**src/rtl/shift_register_universal_if.sv**
```systemverilog
// Handshake/data bundle for shift_register_universal.
// SHIFT_REG_ROTATE_EN adds the rot control line.
interface shift_register_universal_if #(
  parameter int WIDTH = 8
);
  localparam int CW = $clog2(WIDTH);

  logic             en;
  logic [1:0]       mode;
  logic             si_r;
  logic             si_l;
  logic [WIDTH-1:0] pin;
  logic [WIDTH-1:0] pout;
  logic             so_r;
  logic             so_l;
  logic [CW-1:0]    shift_cnt;
  logic             frame_done;
`ifdef SHIFT_REG_ROTATE_EN
  logic             rot;

  modport master (
    output en, mode, si_r, si_l, pin, rot,
    input  pout, so_r, so_l, shift_cnt, frame_done
  );
  modport slave (
    input  en, mode, si_r, si_l, pin, rot,
    output pout, so_r, so_l, shift_cnt, frame_done
  );
`else
  modport master (
    output en, mode, si_r, si_l, pin,
    input  pout, so_r, so_l, shift_cnt, frame_done
  );
  modport slave (
    input  en, mode, si_r, si_l, pin,
    output pout, so_r, so_l, shift_cnt, frame_done
  );
`endif
endinterface

```
**src/rtl/shift_register_universal.sv**
```systemverilog
// WIDTH-bit hold/shift/load register with a frame counter.
// Optional macro SHIFT_REG_ROTATE_EN turns shifts into rotates.
module shift_register_universal #(
  parameter int WIDTH = 8
) (
  input logic                    clk,
  input logic                    rst,
  shift_register_universal_if.slave bus
);
  localparam int CW = $clog2(WIDTH);
  localparam logic [CW-1:0] LAST = CW'(WIDTH - 1);

  logic [WIDTH-1:0] q_q, q_d;
  logic [CW-1:0]    cnt_q, cnt_d;
  logic             done_q, done_d;
  logic             in_r, in_l;
  logic             shift;

  // serial inputs, replaced by the wrapped-around bit when rotating
  always_comb begin
`ifdef SHIFT_REG_ROTATE_EN
    in_r = bus.rot ? q_q[0] : bus.si_r;
    in_l = bus.rot ? q_q[WIDTH-1] : bus.si_l;
`else
    in_r = bus.si_r;
    in_l = bus.si_l;
`endif
  end

  // next-state: register op, shared shift counter, frame pulse
  always_comb begin
    q_d    = q_q;
    cnt_d  = cnt_q;
    done_d = 1'b0;
    shift  = 1'b0;
    if (bus.en) begin
      unique case (bus.mode)
        2'b01: begin
          q_d   = {in_r, q_q[WIDTH-1:1]};
          shift = 1'b1;
        end
        2'b10: begin
          q_d   = {q_q[WIDTH-2:0], in_l};
          shift = 1'b1;
        end
        2'b11: begin
          q_d   = bus.pin;
          cnt_d = '0;
        end
        default: ;
      endcase
      if (shift) begin
        if (cnt_q == LAST) begin
          cnt_d  = '0;
          done_d = 1'b1;
        end else begin
          cnt_d = cnt_q + CW'(1);
        end
      end
    end
  end

  // state registers, cleared asynchronously
  always_ff @(posedge clk or negedge rst) begin
    if (!rst) begin
      q_q    <= '0;
      cnt_q  <= '0;
      done_q <= 1'b0;
    end else begin
      q_q    <= q_d;
      cnt_q  <= cnt_d;
      done_q <= done_d;
    end
  end

  assign bus.pout       = q_q;
  assign bus.so_r       = q_q[0];
  assign bus.so_l       = q_q[WIDTH-1];
  assign bus.shift_cnt  = cnt_q;
  assign bus.frame_done = done_q;
endmodule

```
**src/flat_wrapper.sv**
```systemverilog
// flat-port wrapper written by rule: the top's interface ports become plain ports
module shift_register_universal_flat 
#(
  parameter int WIDTH = 8
)
  (clk, rst, bus_en, bus_mode, bus_si_r, bus_si_l, bus_pin, bus_pout, bus_so_r, bus_so_l, bus_shift_cnt, bus_frame_done);
  shift_register_universal_if #(.WIDTH(WIDTH)) bus_i ();
  input logic clk;
  input logic rst;
  input wire logic [$bits(bus_i.en)-1:0] bus_en;
  input wire logic [$bits(bus_i.mode)-1:0] bus_mode;
  input wire logic [$bits(bus_i.si_r)-1:0] bus_si_r;
  input wire logic [$bits(bus_i.si_l)-1:0] bus_si_l;
  input wire logic [$bits(bus_i.pin)-1:0] bus_pin;
  output wire logic [$bits(bus_i.pout)-1:0] bus_pout;
  output wire logic [$bits(bus_i.so_r)-1:0] bus_so_r;
  output wire logic [$bits(bus_i.so_l)-1:0] bus_so_l;
  output wire logic [$bits(bus_i.shift_cnt)-1:0] bus_shift_cnt;
  output wire logic [$bits(bus_i.frame_done)-1:0] bus_frame_done;
  assign bus_i.en = bus_en;
  assign bus_i.mode = bus_mode;
  assign bus_i.si_r = bus_si_r;
  assign bus_i.si_l = bus_si_l;
  assign bus_i.pin = bus_pin;
  assign bus_pout = bus_i.pout;
  assign bus_so_r = bus_i.so_r;
  assign bus_so_l = bus_i.so_l;
  assign bus_shift_cnt = bus_i.shift_cnt;
  assign bus_frame_done = bus_i.frame_done;
  shift_register_universal #(.WIDTH(WIDTH)) u_core (.clk(clk), .rst(rst), .bus(bus_i));
endmodule
```
**config.mk**
```make
export PLATFORM = sky130hd
export DESIGN_NAME = shift_register_universal_flat
export DESIGN_NICKNAME = d
export VERILOG_FILES = /design/src/rtl/shift_register_universal_if.sv /design/src/rtl/shift_register_universal.sv /design/src/flat_wrapper.sv
export SDC_FILE = /design/constraint.sdc
export NUM_CORES = 1
export LEC_CHECK = 0
export BUFFER_PORTS_ARGS = -buffer_cell sky130_fd_sc_hd__buf_2
export CORE_MARGIN = 2
export CORE_UTILIZATION = 41
export DETAILED_ROUTE_END_ITERATION = 16
export GPL_TIMING_DRIVEN = 0
export PLACE_DENSITY_LB_ADDON = 0.3
export RECOVER_POWER = 25
export SLEW_MARGIN = 10
export SYNTH_ARGS = -nofsm -noshare
export SYNTH_HDL_FRONTEND = slang
export SYNTH_SLANG_ARGS = --single-unit
```
**constraint.sdc**
```tcl
create_clock -name clk -period 1.23 [get_ports clk]
set_input_delay 0.123 -clock clk [delete_from_list [all_inputs] [get_ports clk]]
set_output_delay 0.123 -clock clk [all_outputs]
set_load 0.01 [all_outputs]
```
==> flow_summary.yaml <==
status:
  status: "finished clean"
power:
  power_density_nw_per_um2: 1250
  power_mw: 1.14
  p_leak_nw: 0.495
  irDropWorstVdd_mv: 0.659
detailed_routing:
  routed-wl-met3_um: 60
  drt_iter0_markers: 5
  met2_length_um: 677
  viasPerCell: 5.25
  wl_um: 1460
  wire_per_inst_um: 12.4
  drtAntennaViolNets: 0
  vias: 620
  firstDrtPassIters: 4
  met1_length_um: 676
  top_layer: "met4"
  drc_errors: 0
logic_synthesis:
  yosys.cell_types.count: 18
  syn_area_um2: 698
  synth_fp_nets: 88
  yosysSeqAreaShare: 0.430
  syn_inst: 68
  yosys_warnings: 0
  syn_area_per_cell_um2: 10.3
  yosys_register_bits: 12
critical_path:
  crit_end: "u_core.bus.shift_cnt[0]$_DFFE_PN0P_"
  worstPathCellList: "ha_1 > ha_1 > nor4b_2 > a21o_1"
  cp.depth: 4
  worst_path_max_delay_cell: "dfrtp_1"
  slowest_delay_ns: 0.39
  cp_num_buf_inv: 0
  crit_type: "register to register"
  cp-end-kind: "register"
  worstPathRequired_ns: 1.44
  r2r.worst_path.cells: 4
  worstPathMaxFanout: 2
  cp-startpoint: "u_core.bus.shift_cnt[0]$_DFFE_PN0P_"
  startpoint_type: "register"
  crit_family: "adder cells"
  critPathMostFrequentCell: "ha_1"
  reg2reg_slack_ns: 0.04
  r2r-start: "u_core.bus.shift_cnt[0]$_DFFE_PN0P_"
  timing.rr.end: "u_core.bus.shift_cnt[0]$_DFFE_PN0P_"
  cp.arrival_ns: 1.40
global_routing:
  grt_max_degree: 13
  grt_use_total: 0.159
  grt_pass1_wl_um: 2270
  overflow: 0
  grt_pass1_vias: 520
  antenna_found_initial: 0
cts:
  cts_buffers: 3
  cts-root-buf: "clkbuf_4"
  path_clk_slew_ns: 0.07
  cts_tree: "yes"
  clkLatencyLatePin_ns: 0.27
  clock-sinks: 12
  cts_max_level: 1
  cts_buffer_depth: 2
finish:
  instances_no_fill: 118
  diodes: 0
  final_common_cell: "buf_2"
  syn_to_final_growth_pct: 30.5
  layout-drive-gt1-share: 0.451
  final_util: 0.584
  final_cell_mix: "buf_2 (28), nand2_1 (12), dfrtp_1 (12)"
  final_nets: 124
run:
  drv_cap: 0
place:
  dp_slack_ns: -0.00221
  gp_congestion: 0.802
  numPortBuffers: 28
  post-place-cells: 112
  hpwl_um: 1070
timing:
  fin_skew_ns: 0.00548
  worstMarginPinSlew_ns: 0.641
  max_freq_mhz: 840
  fin_crit_ns: 1.19
  hold_viol: 0
  slew_headroom: 0.573
  setup_viol: 0
  rsz0062_at_grt: "true"
  drv_slew: 0
  finalCritPeriodShare: 0.967
  worst_slack_ns: 0.0402
floorplanning:
  start_util: 0.448
  dieArea_um2: 2050
  die_y_um: 45.3
  rows: 14
  core_area_um2: 1560
  io_pins: 29
  die_width_um: 45.3
worst_hold_path:
  worstHoldPathType: "input pin to register"
registers in the layout (all words and copies together) (netlist names):
signal                 count
u_core.bus.shift_cnt       3
u_core.bus.frame_done      1
u_core.bus.pout            8
tightest hold or removal path, delay by kind of cell:
kind	cells	cell delay, ns
AO/OA/AOI/OAI	2	0.15
buffers and inverters	1	0.08
cell type report:
type                       instances  area [um^2]
buffer                             6         47.5
clock buffer                       3         22.5
fill                             138          648
inverter                           2         7.51
multi-input combinational         48          349
sequential                        12          300
tap                               16         20.0
timing repair buffer              31          164
worst min-delay path by stage:
stage | cells past startpoint | slack, ns | startpoint | endpoint
after floorplan | 0 | -0.17 | rst | u_core.bus.frame_done$_DFF_PN0_
after global placement | 1 | 0.01 | rst | u_core.bus.shift_cnt[0]$_DFFE_PN0P_
after detailed placement | 1 | 0.01 | rst | u_core.bus.shift_cnt[0]$_DFFE_PN0P_
after CTS | 3 | 0.13 | bus_si_r | u_core.bus.pout[7]$_DFFE_PN0P_
after global routing | 3 | 0.15 | bus_si_r | u_core.bus.pout[7]$_DFFE_PN0P_
final | 3 | 0.13 | bus_si_r | u_core.bus.pout[7]$_DFFE_PN0P_
per-layer routing:
layer | track usage | vias up
met1 | 0.208 | 287
met2 | 0.243 | 20
met3 | 0.0120 | 4
li1 | - | 309
met4 | 0.124 | 0
met5 | 0 | -
cell families after synthesis:
logic type,Yosys count,share of synthesized area
fa+ha+maj,5,0.0896
flops,12,0.430
simple gates,16,0.134
buf+inv,8,0.0788
compound gates,27,0.267
stage by stage:
stage | cell area (um^2) | hold WS, ns | setup TNS, ns
2_1_floorplan | 704 | -0.173 | 0
3_3_place_gp | 865 | 0.0108 | 0
3_5_place_dp | 865 | 0.0132 | -0.00221
4_1_cts | 905 | 0.134 | 0
5_1_grt | 911 | 0.149 | -0.00665
6_report | 911 | 0.126 | 0
synthesized netlist by cell type (all sizes together):
cell / count / area (um^2)
dfrtp: 12 / 300
clkbuf: 1 / 5.00
nor2: 1 / 20.0
inv: 2 / 7.51
nand2: 12 / 45.0
o21ai: 10 / 50.1
a22o: 8 / 70.1
and3: 1 / 6.26
a21o: 1 / 7.51
ha: 5 / 62.6
nand2b: 1 / 13.8
buf: 5 / 42.5
a21oi: 8 / 58.8
nor4b: 1 / 8.76
what timing repair did:
| action | CTS | global route |
|---|---|---|
| setup endpoints to repair | 1 | 1 |
| pin swaps | 0 | 0 |
| hold buffers | 1 | 0 |
| hold endpoints to repair | 12 | 0 |
| gates resized for setup | 0 | 0 |
| setup buffers | 1 | 1 |
power breakdown:
group	switching, mW	internal (mW)
logic	0.188	0.189
registers	0.0654	0.460
clock network	0.124	0.113
Power figures use the tool's default switching activity.
